### config.mk
export PLATFORM = sky130hd
export DESIGN_NAME = scoreboard_hzd
export DESIGN_NICKNAME = d
export VERILOG_FILES = /design/src/rtl/scoreboard_hzd.sv
export SDC_FILE = /design/constraint.sdc
export NUM_CORES = 1
export LEC_CHECK = 0
export ABC_AREA = 1
export CAP_MARGIN = 10
export CORE_ASPECT_RATIO = 0.75
export CORE_UTILIZATION = 63
export DETAILED_ROUTE_END_ITERATION = 16
export PLACE_DENSITY = 0.87
export SLEW_MARGIN = 20
export SYNTH_ARGS = -nofsm -noshare
export SYNTH_HDL_FRONTEND = slang
export SYNTH_SLANG_ARGS = --single-unit
### constraint.sdc
create_clock -name clk -period 7.5 [get_ports clk]
set_input_delay 0.75 -clock clk [delete_from_list [all_inputs] [get_ports clk]]
set_output_delay 0.75 -clock clk [all_outputs]
set_load 0.02 [all_outputs]
### src/rtl/scoreboard_hzd.sv
// Register scoreboard: tracks outstanding writes and raises RAW/WAW issue stalls.
// Latency: stall/issue_ok combinational; pend state, pending_cnt, stall_count, wb_err update one edge later.
// Backpressure: stall holds the issuing instruction until its sources are ready and its destination is free.
module scoreboard_hzd #(
  parameter int REGW   = 5,
  parameter int LATW   = 4,
  parameter int BYPASS = 1,
  parameter int PERFW  = 16
) (
  input  logic             clk,
  input  logic             reset,
  input  logic             iss_valid,
  input  logic [REGW-1:0]  iss_rs,
  input  logic             iss_rs_use,
  input  logic [REGW-1:0]  iss_rt,
  input  logic             iss_rt_use,
  input  logic [REGW-1:0]  iss_rd,
  input  logic             iss_rd_we,
  input  logic [LATW-1:0]  iss_lat,
  input  logic             wb_valid,
  input  logic [REGW-1:0]  wb_reg,
  input  logic             flush,
  output logic             stall,
  output logic             issue_ok,
  output logic [REGW:0]    pending_cnt,
  output logic [PERFW-1:0] stall_count,
  output logic             wb_err
);

  localparam int NREGS = 2 ** REGW;

  // Per-register scoreboard state
  logic [NREGS-1:0] pend_q, pend_d;
  logic [NREGS-1:0] var_q, var_d;
  logic [LATW-1:0]  cnt_q [NREGS];
  logic [LATW-1:0]  cnt_d [NREGS];

  // Registered outputs
  logic [REGW:0]    pcnt_q, pcnt_d;
  logic [PERFW-1:0] sc_q, sc_d;
  logic             werr_q, werr_d;

  // Hazard terms
  logic [NREGS-1:0] ready;
  logic             raw, waw, alloc;

  // A register is readable if nothing is pending, or (with forwarding) its producer completes this cycle
  always_comb begin
    for (int r = 0; r < NREGS; r++) begin
      ready[r] = !pend_q[r]
              || (r == 0)
              || ((BYPASS != 0) && !var_q[r] && (cnt_q[r] == LATW'(1)))
              || ((BYPASS != 0) && var_q[r] && wb_valid && (wb_reg == REGW'(r)));
    end
  end

  // RAW/WAW detection and the issue handshake; a pending destination always stalls regardless of forwarding
  always_comb begin
    raw      = (iss_rs_use && !ready[iss_rs]) || (iss_rt_use && !ready[iss_rt]);
    waw      = iss_rd_we && (iss_rd != '0) && pend_q[iss_rd];
    stall    = iss_valid && (raw || waw) && !reset;
    issue_ok = iss_valid && !stall && !flush && !reset;
    alloc    = issue_ok && iss_rd_we && (iss_rd != '0);
  end

  // Next-state per entry: countdown/flush of fixed entries, writeback release of var entries, then allocation
  always_comb begin
    pend_d = pend_q;
    var_d  = var_q;
    for (int r = 0; r < NREGS; r++) begin
      cnt_d[r] = cnt_q[r];
      if (pend_q[r] && !var_q[r]) begin
        // fixed entries are cancelled by flush; var entries survive since the unit cannot be stopped
        if (flush || (cnt_q[r] == LATW'(1))) begin
          pend_d[r] = 1'b0;
          cnt_d[r]  = '0;
        end else begin
          cnt_d[r] = cnt_q[r] - LATW'(1);
        end
      end
      if (pend_q[r] && var_q[r] && wb_valid && (wb_reg == REGW'(r))) begin
        pend_d[r] = 1'b0;
        var_d[r]  = 1'b0;
      end
      // WAW stall guarantees the allocated register is not being released in the same cycle
      if (alloc && (iss_rd == REGW'(r))) begin
        pend_d[r] = 1'b1;
        var_d[r]  = (iss_lat == '0);
        cnt_d[r]  = iss_lat;
      end
    end
  end

  // Writeback sanity: completing a register that has no outstanding variable-latency write is an error
  always_comb begin
    werr_d = wb_valid && ((wb_reg == '0) || !pend_q[wb_reg] || !var_q[wb_reg]);
  end

  // Occupancy is the population count of the post-update pending vector; stall counter saturates
  always_comb begin
    pcnt_d = '0;
    for (int r = 0; r < NREGS; r++) begin
      pcnt_d = pcnt_d + (REGW + 1)'(pend_d[r]);
    end
    sc_d = sc_q;
    if (stall && (sc_q != '1)) begin
      sc_d = sc_q + PERFW'(1);
    end
  end

  // State registers with synchronous reset
  always_ff @(posedge clk) begin
    if (reset) begin
      pend_q <= '0;
      var_q  <= '0;
      for (int r = 0; r < NREGS; r++) begin
        cnt_q[r] <= '0;
      end
      pcnt_q <= '0;
      sc_q   <= '0;
      werr_q <= 1'b0;
    end else begin
      pend_q <= pend_d;
      var_q  <= var_d;
      for (int r = 0; r < NREGS; r++) begin
        cnt_q[r] <= cnt_d[r];
      end
      pcnt_q <= pcnt_d;
      sc_q   <= sc_d;
      werr_q <= werr_d;
    end
  end

  assign pending_cnt = pcnt_q;
  assign stall_count = sc_q;
  assign wb_err      = werr_q;

endmodule

==> flow_summary.json <==
{
  "p_clk_share_pct": 45.5,
  "tightest_slew_ns": 1.16,
  "dr.first_iter.drc_count": 3006,
  "p_sw_share_pct": 27.1,
  "synth_area_leaders": "dfxtp_1 26%, nand3_1 14%, nand2_1 10%, inv_1 8.9%, nand4_1 5.7%",
  "grt_max_degree": 94,
  "rsz0062_at_grt": "no",
  "gp_congestion": 1.12,
  "final-hold-violation-count": 0,
  "period_needed_ns": 7.19,
  "maxCapViolations": 0,
  "seqPwrFrac_pct": 42.8,
  "start_util_pct": 64.8,
  "cp_slowest_stage_delay_ns": 0.56,
  "grt_pass1_wl_um": 99600,
  "synthCells": 2482,
  "critPathLaunchType": "input pin",
  "cts-htree-levels": 1,
  "antenna_cells": 0,
  "postRouteAntennaNets": 0,
  "antenna_found_initial": 1,
  "fin_area_mm2": 0.0191,
  "period_share_pct": 95.9,
  "path_class": "input pin to flop",
  "drc": 0,
  "cpMostUsedCell": "fa_1",
  "final_util_pct": 75.6,
  "routed_wl_um": 65100,
  "postCtsSetupRepairBufs": 0,
  "coreArea_mm2": 0.0252,
  "arrival_ns": 7.65,
  "synthArstFlopShare_pct": 0,
  "vias": 19200,
  "seq_area_frac_synth_pct": 26.3,
  "yosysWarnings": 0,
  "syn-num-nets": 2610,
  "synth_most_common_cell": "nand2_1",
  "slew_viol_final": 0,
  "tns_ns": 0,
  "track_usage_pct": 48.1,
  "die_w_um": 188,
  "worst_skew_pair.late_latency_ns": 0.55,
  "dp_cells": 2946,
  "yosys.area.top_type": "dfxtp_1",
  "finalNetCount": 2761,
  "hold_ws_ns": 0.493,
  "io-pin-count": 57,
  "cts-root-buf": "clkbuf_16",
  "finalNonFillerCells": 2985,
  "portBuffers": 56,
  "synthDistinctLibCells": 41,
  "rows": 50,
  "fin_ws_ns": 0.310,
  "internal_power_mw": 1.95,
  "cts_hold_buffers": 0,
  "grt_overflow": 0,
  "finalSetupViolations": 0,
  "synth_top_area_share_pct": 26.3,
  "dp_slack_ns": -0.302,
  "area_delta_synth_final_pct": 16.6,
  "ir_drop_v": 0.000177,
  "clockBufferDepth": 3,
  "wl_per_cell_um": 21.8,
  "drive_gt1_share_pct": 11.0,
  "required_ns": 7.96,
  "ys_ff_latch": 215,
  "p_sw_mw": 0.726,
  "cts_buffers": 23,
  "syn_area_per_cell_um2": 6.58,
  "hold_path_class": "flop to flop",
  "placed_area_mm2": 0.0182,
  "power_mw": 2.68,
  "max_freq_mhz": 139,
  "synthFlopType": "dfxtp_1",
  "slew-limit-headroom_pct": 22.4,
  "via_per_inst": 6.43,
  "tritoncts": "built",
  "p_per_area_mw_per_mm2": 141,
  "cp_max_fo": 10,
  "drtPass1Iterations": 6,
  "dieArea_mm2": 0.0266,
  "status": "finished clean",
  "synth_edf_count": 0,
  "syn_area_mm2": 0.0163,
  "dp_hpwl_um": 46900,
  "cts_num_sinks": 215,
  "pwr-share-comb_pct": 11.7,
  "synth_common_cells": "453 x nand2_1, 448 x nand3_1, 388 x inv_1",
  "end_kind": "flop",
  "path_clk_slew_ns": 0.06,
  "fp.dieH_um": 141,
  "power.leakage_nw": 8.44,
  "grt_pass1_vias": 17800,
  "crit_path_top_delay_cell": "fa_1",
  "skew_ns": 0.0241
}
==> layout make-up <==
| type | instances | area, um2 |
|---|---|---|
| Clock inverter | 4 | 77.6 |
| Fill cell | 1890 | 6160 |
| Timing Repair Buffer | 232 | 1970 |
| Inverter | 409 | 1540 |
| Clock buffer | 35 | 711 |
| Tap cell | 338 | 423 |
| Multi-Input combinational cell | 1752 | 10000 |
| Sequential cell | 215 | 4300 |
==> logic make-up (layout without fill, tap and decap cells) <==
kind of cell,after synthesis,count (layout),synth area share [%]
AOI/OAI and AO/OA,246,246,8.64
adders and majority gates,96,96,8.45
and+or+nand+nor,1338,1338,40.1
DFF,215,215,26.3
buffers and inverters,515,680,12.6
xor gates and xnor gates,72,72,3.86
==> final timing paths <==
| check | startpoint | end | slack, ns | cells past startpoint |
|---|---|---|---|---|
| hold reg to reg | stall_count[7] | stall_count[7] | 0.49 | 2 |
| setup / recovery | wb_valid | pending_cnt[4] | 0.31 | 33 |
| setup reg to reg | var_q[12] | pending_cnt[4] | 0.70 | 31 |
| hold / removal | stall_count[7] | stall_count[7] | 0.49 | 2 |
==> layout by cell type (no fill, tap or decap), types with 7 or more instances in the layout <==
| master | n |
|---|---|
| nor2_1 | 179 |
| a21oi_1 | 114 |
| buf_12 | 7 |
| xor2_1 | 68 |
| nand3_1 | 447 |
| dfxtp_1 | 215 |
| clkdlybuf4s50_1 | 49 |
| clkbuf_16 | 23 |
| fa_1 | 24 |
| buf_4 | 170 |
| nor2_4 | 8 |
| o211ai_1 | 37 |
| nand4_4 | 20 |
| inv_1 | 385 |
| ha_1 | 72 |
| nand2_1 | 451 |
| inv_2 | 21 |
| nor3_1 | 53 |
| o21ai_0 | 45 |
| o22ai_1 | 32 |
| clkbuf_8 | 9 |
| nand4_1 | 148 |
==> sequential cells by signal, indices dropped and copies added, names as in the netlist <==
register     count
cnt_q          128
pend_q          32
wb_err           1
stall_count     16
var_q           32
pending_cnt      6
==> worst max-delay path, delay by kind of cell <==
family | cells | cell delay, ns
AOI/OAI and AO/OA | 4 | 0.58
adders and majority gates | 8 | 3.69
and+or+nand+nor | 13 | 1.53
buffers and inverters | 8 | 1.08
==> power by group through the flow <==
stage / Clock [mW] / Combinational, mW / Sequential, mW
after floorplan: 0 / 0.156 / 1.17
after global placement: 0 / 0.292 / 1.17
after detailed placement: 0 / 0.293 / 1.17
after CTS: 1.22 / 0.296 / 1.15
after global routing: 1.26 / 0.320 / 1.15
final: 1.22 / 0.314 / 1.15
==> timing repair <==
| action | CTS | global route |
|---|---|---|
| endpoints found under the hold margin | 0 | 0 |
| resized for setup | 0 | 14 |
| endpoints found under the setup margin | 0 | 4 |
==> layer usage <==
metal | vias up | wire length (um) | GRT usage (%)
met2 | 1556 | 26900 | 72.5
li1 | 8562 | - | -
met3 | 246 | 10400 | 14.5
met1 | 8832 | 25100 | 64.9
met4 | 0 | 2650 | 17.0
met5 | - | 0 | 0
No activity file was read; power rests on OpenSTA's default activity.
